File: src/rtl/riscv_pkg.sv
// Shared RV32 definitions: opcodes, the canonical NOP and the IF/ID pipeline bundle.
package riscv_pkg;

    localparam logic [6:0]  OP_BRANCH = 7'b1100011;
    localparam logic [6:0]  OP_JAL    = 7'b1101111;
    localparam logic [6:0]  OP_JALR   = 7'b1100111;
    localparam logic [31:0] NOP_INSTR = 32'h0000_0013;

    typedef struct packed {
        logic [31:0] instr;
        logic [31:0] pc;
        logic [31:0] pc_plus4;
        logic        pred_taken;
        logic [31:0] pred_target;
        logic        valid;
    } if_id_t;

    // A bubble looks like "addi x0,x0,0" at PC 0, so decode sees a harmless write to x0.
    localparam if_id_t IF_ID_BUBBLE = '{
        instr:       NOP_INSTR,
        pc:          32'h0000_0000,
        pc_plus4:    32'h0000_0004,
        pred_taken:  1'b0,
        pred_target: 32'h0000_0004,
        valid:       1'b0
    };

endpackage

File: src/rtl/static_branch_predictor.sv
// Backward-taken / forward-not-taken predictor; JAL always taken, JALR never.
module static_branch_predictor
    import riscv_pkg::*;
(
    input  logic [31:0] instr,
    input  logic [31:0] pc,
    output logic        pred_taken,
    output logic [31:0] pred_target
);

    logic signed [31:0] imm_b;
    logic signed [31:0] imm_j;

    assign imm_b = {{20{instr[31]}}, instr[7], instr[30:25], instr[11:8], 1'b0};
    assign imm_j = {{12{instr[31]}}, instr[19:12], instr[20], instr[30:21], 1'b0};

    always_comb begin
        pred_taken  = 1'b0;
        pred_target = pc + 32'd4;
        case (instr[6:0])
            OP_JAL: begin
                pred_taken  = 1'b1;
                pred_target = pc + $unsigned(imm_j);
            end
            OP_BRANCH: begin
                // Sign bit of the offset decides direction: backward loops are taken.
                if (imm_b[31]) begin
                    pred_taken  = 1'b1;
                    pred_target = pc + $unsigned(imm_b);
                end
            end
            OP_JALR: pred_taken = 1'b0;
            default: pred_taken = 1'b0;
        endcase
    end

endmodule

File: src/rtl/fetch_predict_stage.sv
// IF stage: PC register, static prediction on the fetched word, and the IF/ID register.
module fetch_predict_stage
    import riscv_pkg::*;
#(
    parameter logic [31:0] RESET_PC = 32'h0000_0000,
    parameter int          XLEN     = 32
) (
    input  logic            clk,
    input  logic            reset,
    output logic [XLEN-1:0] ImemAddrF,
    input  logic [XLEN-1:0] ImemRdataF,
    output logic [XLEN-1:0] PCF,
    input  logic            StallF,
    input  logic            StallD,
    input  logic            FlushD,
    input  logic            RedirectE,
    input  logic [XLEN-1:0] RedirectPCE,
    output logic [XLEN-1:0] InstrD,
    output logic [XLEN-1:0] PCD,
    output logic [XLEN-1:0] PCPlus4D,
    output logic            PredTakenD,
    output logic [XLEN-1:0] PredTargetD,
    output logic            ValidD
);

    logic [31:0] pc_q, pc_d;
    logic [31:0] pc_plus4_f;
    logic        pred_taken_f;
    logic [31:0] pred_target_f;
    if_id_t      ifid_q, ifid_d;

    static_branch_predictor u_pred (
        .instr       (ImemRdataF),
        .pc          (pc_q),
        .pred_taken  (pred_taken_f),
        .pred_target (pred_target_f)
    );

    assign pc_plus4_f = pc_q + 32'd4;

    // Redirect outranks stall so a mispredict is never swallowed by a hazard hold.
    always_comb begin
        pc_d = pc_plus4_f;
        if (RedirectE)         pc_d = RedirectPCE;
        else if (StallF)       pc_d = pc_q;
        else if (pred_taken_f) pc_d = pred_target_f;
    end

    always_comb begin
        ifid_d = '{
            instr:       ImemRdataF,
            pc:          pc_q,
            pc_plus4:    pc_plus4_f,
            pred_taken:  pred_taken_f,
            pred_target: pred_target_f,
            valid:       1'b1
        };
        if (RedirectE || FlushD) ifid_d = IF_ID_BUBBLE;
        else if (StallD)         ifid_d = ifid_q;
    end

    always_ff @(posedge clk) begin
        if (reset) begin
            pc_q   <= RESET_PC;
            ifid_q <= IF_ID_BUBBLE;
        end else begin
            pc_q   <= pc_d;
            ifid_q <= ifid_d;
        end
    end

    assign PCF         = pc_q;
    assign ImemAddrF   = pc_q;
    assign InstrD      = ifid_q.instr;
    assign PCD         = ifid_q.pc;
    assign PCPlus4D    = ifid_q.pc_plus4;
    assign PredTakenD  = ifid_q.pred_taken;
    assign PredTargetD = ifid_q.pred_target;
    assign ValidD      = ifid_q.valid;

    a_stall_combo: assert property (@(posedge clk) disable iff (reset) !(StallF && !StallD))
        else $error("fetch_predict_stage: StallF without StallD");
    a_redirect_align: assert property (@(posedge clk) disable iff (reset) !(RedirectE && (RedirectPCE[1:0] != 2'b00)))
        else $error("fetch_predict_stage: misaligned RedirectPCE");

endmodule

File: config.mk
export PLATFORM = sky130hd
export DESIGN_NAME = fetch_predict_stage
export DESIGN_NICKNAME = d
export VERILOG_FILES = /design/src/rtl/riscv_pkg.sv /design/src/rtl/static_branch_predictor.sv /design/src/rtl/fetch_predict_stage.sv
export SDC_FILE = /design/constraint.sdc
export NUM_CORES = 1
export LEC_CHECK = 0
export BUFFER_PORTS_ARGS = -buffer_cell sky130_fd_sc_hd__buf_2
export CORE_UTILIZATION = 50
export CTS_CLUSTER_DIAMETER = 40
export CTS_CLUSTER_SIZE = 40
export DETAILED_ROUTE_END_ITERATION = 12
export HOLD_SLACK_MARGIN = 0.08
export PLACE_DENSITY_LB_ADDON = 0.2
export SLEW_MARGIN = 10
export SYNTH_ARGS = -nofsm -noshare
export SYNTH_HDL_FRONTEND = slang
export SYNTH_HIERARCHICAL = 1
export SYNTH_SLANG_ARGS = --single-unit
File: constraint.sdc
create_clock -name clk -period 3.5 [get_ports clk]
set_clock_uncertainty 0.15 [all_clocks]
set_input_delay 0.7 -clock clk [delete_from_list [all_inputs] [get_ports clk]]
set_output_delay 0.7 -clock clk [all_outputs]
set_load 0.05 [all_outputs]
==> reports/results.ini <==
[outcome]
result_of_the_run=completed

[timing]
hold-worst-slack_ps=317.3
max_slew_margin_pct=39.17
setup_viol_count_final=0
hold_fails_final_rpt=0
transition_time_at_the_pin_with_the_least_slew_margin_ps=911.4
finalMaxSlewViolations=0
finalCritPeriodShare_pct=95.84
post-route-worst-setup-slack_ps=145.5
maxClockFrequency_ghz=0.2981
final_period_minus_worst_setup_slack_ps=3354

[floorplan]
floorplan.core_area_um2=21760
fp-row-count=54
die_w_um=150.9
design.die.area_um2=22770
pin_count=264
die-height_um=150.9
initial_utilization_pct=50.95

[worst_setup_path]
cpMaxStageDelayCell=a2111o_1
worstPathCellList=ha_1, inv_1, fa_1, nand2b_1, a21o_1, a2111o_1, buf_4, nand3_1, xor2_1, a22oi_1, o21ai_0, buf_4, a221o_1
largest_driver_fanout_on_the_critical_path=3
crit_arrival_ps=3520
crit_path_end_kind=flop
crit_required_ps=3670
critical_path.max_stage_delay_ps=440
critPathKind=reg2reg
startpoint_type=flop
most_frequent_cell_on_the_critical_path=buf_4

[logic_synthesis]
synth_compound_area_share_pct=20.69
syn_area_per_cell_um2=8.310
synthArstFlopShare_pct=0
syn_area_um2=11090
yosysSeqAreaShare_pct=28.89
synthFlopType=dfxtp_1
synthesis.yosys.warnings=6
synth_xor_area_share_pct=7.111
count_of_flip_flops_with_a_built_in_enable_after_synthesis=0
ys_types=94
synth.mux.area_fraction_pct=10.53
synth-adder-area-share_pct=5.440
synthSimpleGateAreaFrac_pct=20.14
syn-num-nets=1451
post_synth_inst_count=1334
yosys_reg_bits=160
synth_top_family_by_area=compound AO/OA/AOI/OAI gates

[global_route]
largest_net_degree_at_the_start_of_global_routing=123
antenna_found_initial=0
via_count_of_the_first_global_routing_pass=10910
grt-ovfl-total=0
grt_use_total_pct=34.19
grt_pass1_wl_mm=59.28

[detailed_routing]
routed_wl_mm=39.39
post_drt_wl_per_cell_um=19.92
initialDrtViolationCount=745
mean_number_of_vias_per_cell=5.851
dr_total_vias=11570
drt_drc_violations_left=0
router_iterations_before_antenna_repair=6
route.antenna.remaining_nets=0

[placed_design]
finalWeightedCongestion=0.9355
io_buffers=263
place_worst_setup_slack_ps=-303.6
place.detailed.hpwl_mm=29.76

[flow_run]
timing.max_cap.violations=0

[min_path]
hold_removal_path_class=reg2reg

[pwr]
power.total_mw=5.479
vdd_ir_drop_max_mv=0.3476
pwr_density_cell_nw_per_um2=386.5
p_leak_nw=6.824

[layout]
area_growth_from_synthesis_to_layout_pct=27.88
num_antenna_cells=0
nNetsFinal=1801
layout_common_cells=262 x buf_2, 207 x nor2_1, 186 x buf_4, 156 x dfxtp_1, 114 x mux2i_1
final_common_cell=buf_2
post_route_cells_drive_above_1_share_pct=32.82

[clock_tree]
cts_tree=built
cts_hold_repair.buffers=0
htree_num_levels=4
tritoncts.num_buffers=17
clock-root-buffer=clkbuf_16
clkSinkCount=160
clock_path_buffers=2
worstSkewPairLatency_ps=430
worst_setup_hold_path_clk_slew_ps=80

worst paths after layout:
check | startpoint | slack [ps] | to | cells after the start
min reg2reg | PCPlus4D[5]$_SDFFE_PP0N_ | 320 | PCPlus4D[5]$_SDFFE_PP0N_ | 2
max reg2reg | ImemAddrF[1]$_SDFFE_PP0P_ | 150 | ImemAddrF[15]$_SDFFE_PP0P_ | 13
max | ImemAddrF[1]$_SDFFE_PP0P_ | 150 | ImemAddrF[15]$_SDFFE_PP0P_ | 13
min | PCPlus4D[5]$_SDFFE_PP0N_ | 320 | PCPlus4D[5]$_SDFFE_PP0N_ | 2
final cells by class:
class / instances / area, µm²
Fill cell: 1912 / 7580
Multi-Input combinational cell: 1026 / 7107
Timing Repair Buffer: 453 / 2799
Clock inverter: 15 / 188.9
Clock buffer: 17 / 425.4
Sequential cell: 160 / 3208
Inverter: 26 / 97.59
Tap cell: 280 / 350.3
power by group:
part / internal (mW) / switching, mW / leakage (nW)
Sequential: 1.87 / 0.0492 / 1.30
Combinational: 0.612 / 0.979 / 5.23
Clock: 1.03 / 0.942 / 0.296
stage by stage:
step	instance area [µm²]	std cells	setup TNS (ps)	util [%]
floorplan	11090	1334	-2.880	-
global placement	13530	1943	-2725	62.18
detailed placement	13530	1943	-4272	62.18
CTS	14140	1975	0	65.00
global route	14180	1977	-6.330	65.16
finish	14180	1977	0	65.16
cells in the mapped netlist (34+ instances only):
cell / count / area, µm²
a21oi_1: 76 / 380.4
clkbuf_1: 54 / 202.7
xnor2_1: 51 / 446.7
mux2i_1: 114 / 1141
nand3_1: 34 / 170.2
ha_1: 45 / 563.0
dfxtp_1: 160 / 3203
nor2_1: 207 / 777.0
nand2_1: 95 / 356.6
buf_4: 41 / 307.8
xor2_1: 39 / 341.6
o21ai_0: 50 / 250.2
state kept, by name (all words and copies together) (netlist names):
register,flops
PCPlus4D,30
ValidD,1
PredTargetD,32
PCD,32
PredTakenD,1
ImemAddrF,32
InstrD,32
worst max-delay path, delay by kind of cell (launching register included):
| kind | cells | cell delay [ps] |
|---|---|---|
| xor+xnor | 1 | 110 |
| flops | 1 | 370 |
| buf+inv | 3 | 430 |
| simple gates | 2 | 260 |
| compound gates | 5 | 1380 |
| fa+ha+maj | 2 | 550 |
layer usage:
layer | routed length, µm | vias up | GRT usage [%] | share of wire, %
met5 | 0 | - | 0 | 0
met4 | 1925 | 0 | 18.25 | 4.9
met3 | 2670 | 90 | 5.241 | 6.8
met2 | 19370 | 522 | 60.00 | 49
met1 | 15420 | 5475 | 39.85 | 39
li1 | - | 5480 | - | -
cell families after synthesis:
logic type | Yosys count
AND/OR/NAND/NOR | 464
multiplexers | 116
XOR/XNOR | 90
adder cells (fa/ha/maj) | 47
AO/OA/AOI/OAI | 309
buffers and inverters | 148
flip-flops | 160
timing repair:
| action | CTS | global route |
|---|---|---|
| setup endpoints to repair | 0 | 13 |
| setup buffers | 0 | 2 |
| resized for setup | 0 | 6 |
Note: power is estimated with default switching activity, not from simulation.
